$ cat config.mk
export PLATFORM = sky130hd
export DESIGN_NAME = memory_arbiter
export DESIGN_NICKNAME = d
export VERILOG_FILES = /design/src/rtl/memory_arbiter_pkg.sv /design/src/rtl/memory_arbiter.sv
export SDC_FILE = /design/constraint.sdc
export NUM_CORES = 1
export LEC_CHECK = 0
export CORE_AREA = 2 2 108 110
export DETAILED_ROUTE_END_ITERATION = 8
export DIE_AREA = 0 0 110 112
export PLACE_DENSITY = 0.63
export SLEW_MARGIN = 5
export SYNTH_ARGS = -nofsm -noshare
export SYNTH_HDL_FRONTEND = slang
export SYNTH_SLANG_ARGS = --single-unit
export TNS_END_PERCENT = 5
$ cat constraint.sdc
create_clock -name clk -period 2.3 [get_ports clk]
set_input_delay 0.46 -clock clk [delete_from_list [all_inputs] [get_ports clk]]
set_output_delay 0.46 -clock clk [all_outputs]
set_load 0.01 [all_outputs]
$ cat src/rtl/memory_arbiter_pkg.sv
// Shared memory-interface types for the core's memory system.
// Holds the request function/mask encodings plus the arbiter's state and owner enums.
package Bundle;

  typedef enum logic {
    M_XRD = 1'b0,
    M_XWR = 1'b1
  } MemoryWriteSignal;

  typedef enum logic [2:0] {
    MT_X  = 3'd0,
    MT_B  = 3'd1,
    MT_H  = 3'd2,
    MT_W  = 3'd3,
    MT_BU = 3'd4,
    MT_HU = 3'd5
  } MemoryMaskType;

  typedef enum logic [1:0] {
    IDLE   = 2'd0,
    BUSY_I = 2'd1,
    BUSY_D = 2'd2
  } ArbState;

  typedef enum logic {
    OWN_I = 1'b0,
    OWN_D = 1'b1
  } ArbOwner;

endpackage

$ cat src/rtl/memory_arbiter.sv
// Arbitrates instruction fetch and data accesses onto one single-port memory.
// Only one transaction is outstanding at a time, and conflicts alternate between the two requesters.
module memory_arbiter
  import Bundle::*;
(
  input  logic             clk,
  input  logic             reset,
  input  logic             imem_req_valid,
  input  logic [31:0]      imem_req_addr,
  output logic             imem_req_ready,
  output logic             imem_resp_valid,
  output logic [31:0]      imem_resp_data,
  input  logic             dmem_req_valid,
  input  logic [31:0]      dmem_req_addr,
  input  MemoryWriteSignal dmem_req_fcn,
  input  MemoryMaskType    dmem_req_typ,
  input  logic [31:0]      dmem_req_wdata,
  output logic             dmem_req_ready,
  output logic             dmem_resp_valid,
  output logic [31:0]      dmem_resp_data,
  output logic             mem_req_valid,
  input  logic             mem_req_ready,
  output logic [31:0]      mem_req_addr,
  output MemoryWriteSignal mem_req_fcn,
  output MemoryMaskType    mem_req_typ,
  output logic [31:0]      mem_req_wdata,
  input  logic             mem_resp_valid,
  input  logic [31:0]      mem_resp_data,
  output logic             cmiss_stall
);

  ArbState state;
  ArbOwner last_owner;

  logic idle;
  logic busy;
  logic any_req;
  logic grant_d;
  logic transfer;

  // Every output is qualified by reset, so holding reset low forces all outputs to zero at once.
  always_comb begin
    idle     = reset && (state == IDLE);
    busy     = reset && (state != IDLE);
    any_req  = imem_req_valid || dmem_req_valid;
    grant_d  = dmem_req_valid && !(imem_req_valid && (last_owner == OWN_D));
    transfer = idle && any_req && mem_req_ready;

    mem_req_valid = idle && any_req;
    mem_req_addr  = 32'd0;
    mem_req_fcn   = M_XRD;
    mem_req_typ   = MT_X;
    mem_req_wdata = 32'd0;
    if (mem_req_valid) begin
      if (grant_d) begin
        mem_req_addr  = dmem_req_addr;
        mem_req_fcn   = dmem_req_fcn;
        mem_req_typ   = dmem_req_typ;
        mem_req_wdata = dmem_req_wdata;
      end else begin
        mem_req_addr = imem_req_addr;
        mem_req_typ  = MT_W;
      end
    end

    dmem_req_ready = idle && grant_d && mem_req_ready;
    imem_req_ready = idle && imem_req_valid && !grant_d && mem_req_ready;

    imem_resp_valid = busy && (state == BUSY_I) && mem_resp_valid;
    dmem_resp_valid = busy && (state == BUSY_D) && mem_resp_valid;
    imem_resp_data  = imem_resp_valid ? mem_resp_data : 32'd0;
    dmem_resp_data  = dmem_resp_valid ? mem_resp_data : 32'd0;

    cmiss_stall = (busy && !mem_resp_valid)
               || (idle && any_req && !transfer)
               || (idle && imem_req_valid && dmem_req_valid);
  end

  // The owner flop remembers who won last, so the next conflict goes to the other side.
  always_ff @(posedge clk or negedge reset) begin
    if (!reset) begin
      state      <= IDLE;
      last_owner <= OWN_I;
    end else begin
      case (state)
        IDLE: begin
          if (transfer) begin
            state      <= grant_d ? BUSY_D : BUSY_I;
            last_owner <= grant_d ? OWN_D : OWN_I;
          end
        end
        BUSY_I, BUSY_D: begin
          if (mem_resp_valid) state <= IDLE;
        end
        default: state <= IDLE;
      endcase
    end
  end

endmodule

==> key figures <==
Outcome
  • Outcome: complete, no violations

Synthesis
  • Synth Warn #: 0
  • Yosys cell types: 26
  • Main area contributors after synthesis: and2_1, nand2_1, a21oi_1, dfrtp_1, buf_2
  • Synthesized flop and latch total: 3
  • Avg Inst Size Synth: 5.789 sq um
  • Synth area leader: and2_1
  • Cells after synthesis: 249
  • Syn_nets: just under 400
  • Fraction of synthesized cell area taken by the top area cell type: approximately 43%
  • Syn Std Cell Area: between 1000 and 1500 sq um
  • Seq/Total Area, Yosys: roughly 5.2%

Clock tree
  • CTS tree: built
  • Hold-fix buffers, CTS: 0
  • Worst-path clk slew: 0.03 ns
  • Root buf cell: clkbuf_16
  • Latest clock arrival within the worst-skew pair: approximately 0.22 ns
  • Clock Sinks: 3
  • # H-tree levels: 1
  • Total CTS buffers: 3
  • Bufs on Longest Clock Path: 2

Floorplanning
  • DIE WIDTH: 110 um
  • Die ar.: 12,320 sq um
  • Core area: approximately 11,000 sq um
  • Boundary pin count: 276
  • Core Rows: 39
  • Die Ht: 112 um
  • Initial Util: 12.90%

Finish
  • Area grow syn2layout: 208.3%
  • Final net count: ~700
  • # diodes: 0
  • Fill cell count: 1,217
  • Finished Core Util: 39.77%
  • Commonest non-fill, non-tap cells in the layout: clkdlybuf4s50_1, and2_1, nand2_1, buf_2, dlygate4sd2_1
  • Finished layout cell area: 4444 sq um
  • Share of cells above drive strength 1: 29.80%
  • Commonest non-fill, non-tap cell in the layout: clkdlybuf4s50_1
  • Non-Filler Instances: 700

Placement
  • GP Congestion: 0.7763
  • Dpl hpwl: 7.293 mm
  • Placed cells: 672
  • Port bufs: 275
  • Dpl ws: -0.4561 ns
  • Dpl cell area: about 4500 sq um

Drt
  • Top sig layer: met4
  • 1st-pass router iterations: 4
  • Avg Vias per Cell: 4.003
  • WL met1: roughly 3.6 mm
  • Final wirelength: 9.868 mm
  • DRC Markers: 0
  • Iteration-0 DRC Markers: 75
  • Post-DRT Antenna Nets: 0
  • Met3 wire len: 1.178 mm
  • Routed via count: 2,802
  • Metal2 WL: about 5 mm
  • Wirelength per Cell: 14.10 um

Timing
  • Max transition margin: 79.76%
  • Period Utilization, post-route: 98.91%
  • Final Max Tran Viols: 0
  • Finish-stage setup viols: 0
  • Layout Skew: 0.0006370 ns
  • Setup slack after layout: between 0.02 and 0.025 ns
  • Setup TNS: 0 ns
  • RSZ-0062 raised after global routing: true
  • Endpoints failing hold: 0
  • Worst hold margin: between 0.4 and 0.5 ns
  • Fin crit period: 2.275 ns
  • Fmax achieved: 0.4396 GHz
  • Worst-Margin Slew: 0.3016 ns

Power
  • Leakage: 2.289 nW
  • Internal: 1.260 mW
  • Overall power: approximately 2.1 mW
  • Switching part of the total: roughly 40%
  • Clock power frac: 13.0%
  • Power Dens Cells: 472.7 nW/um^2
  • Sequential Power Share: 4.9%
  • Psw: 0.8409 mW
  • Combinational share of power: 82.1%
  • Peak supply drop: roughly 230 uV

Global routing
  • Vias in the first global route: 2,750
  • Largest net degree at the start of global routing: 26
  • Global-route usage over all layers: 14.63%
  • Gr ovfl total: 0
  • First-pass GRT wire length: 14.12 mm
  • Initial antenna violation count: 0

Hold path
  • Tightest Hold Check Type: input pin to asynchronous set/reset pin

Setup path
  • Crit Path Class: input pin to output port
  • CP Launch Type: input pin
  • Worst EP arrival: 1.82 ns
  • Critical Path RT: 1.84 ns
  • R2R depth: 9
  • Worst reg2reg path startpoint: state[0]$_DFFE_PN0P_
  • CP Capture Type: output port
  • Flop2flop setup slack: 0.61 ns
  • R2R Path End: state[1]$_DFFE_PN0P_
  • Top fanout value on the critical path: 7

Job
  • # Max-Cap Violations: 0
==> critical path, stage by stage <==
cell and delay [ns]:
clkdlybuf4s15_2 0.24, a21boi_4 0.29, and3_4 0.26, buf_4 0.11
buf_4 0.10, and2_1 0.13, clkdlybuf4s15_2 0.22
==> power by group through the flow <==
stage	registers (mW)	logic (mW)	clock network [mW]
after detailed placement	0.100	1.62	0
after CTS	0.102	1.75	0.280
after floorplan	0.0977	0.649	0
after global placement	0.100	1.60	0
final	0.103	1.72	0.274
after global routing	0.105	1.87	0.284
==> cells in the mapped netlist <==
library cell,count
buf_6,3
and3_4,1
o21ai_1,1
o21ai_0,2
nand3_1,2
nor3b_1,1
o211ai_2,1
a21oi_1,32
a21boi_4,1
and2_1,98
a22oi_1,1
inv_1,4
buf_4,4
ha_1,3
nor2_1,5
nand2_1,65
and3_1,2
dfrtp_1,3
buf_2,12
inv_2,1
a21bo_1,1
a311oi_1,1
nor2b_1,1
a32o_1,1
nand2b_1,2
o31ai_1,1
==> per-layer routing <==
metal / vias up / GRT usage, %
met2: 163 / 28.47
met1: 1221 / 14.79
met4: 0 / 3.460
met3: 4 / 4.333
met5: - / 0
li1: 1414 / -
==> state kept, by name, indices dropped and copies added, names as in the netlist <==
register and count:
state 2, last_owner 1
==> repair_timing <==
item / in CTS / in global routing
setup endpoints to repair: 138 / 60
setup buffers: 16 / 0
gates cloned: 7 / 1
endpoints found under the hold margin: 0 / 0
resized for setup: 396 / 49
pin swaps: 9 / 4
==> cell families (layout without fill, tap and decap cells) <==
logic type                 Yosys count  count (layout)  synth area share [%]
and+or+nand+nor                    177             182                 64.93
AOI/OAI and AO/OA                   42              42                 17.36
buffers and inverters               24             327                 9.895
adders and majority gates            3               3                 2.604
DFF                                  3               3                 5.208
==> how the worst max path moves through the flow <==
stage,cells after the start,start,slack (ns),to
after floorplan,6,state[0]$_DFFE_PN0P_,0.44,dmem_resp_data[22]
after global placement,5,imem_req_valid,-0.48,cmiss_stall
after detailed placement,5,imem_req_valid,-0.46,cmiss_stall
after CTS,6,mem_resp_valid,-0.03,dmem_resp_data[13]
after global routing,7,imem_req_valid,-0.05,mem_req_wdata[17]
final,7,imem_req_valid,0.02,mem_req_wdata[4]
==> final cells by class <==
| cell class | instances | area (sq um) | share of cell area [%] |
|---|---|---|---|
| Inverter | 5 | 18.77 | 0.4223 |
| Sequential cell | 3 | 75.07 | 1.689 |
| Clock buffer | 4 | 78.83 | 1.774 |
| Tap cell | 143 | 178.9 | 4.026 |
| Multi-Input combinational cell | 227 | 1330 | 29.93 |
| Timing Repair Buffer | 318 | 2763 | 62.16 |
Note: power is estimated with default switching activity, not from simulation.
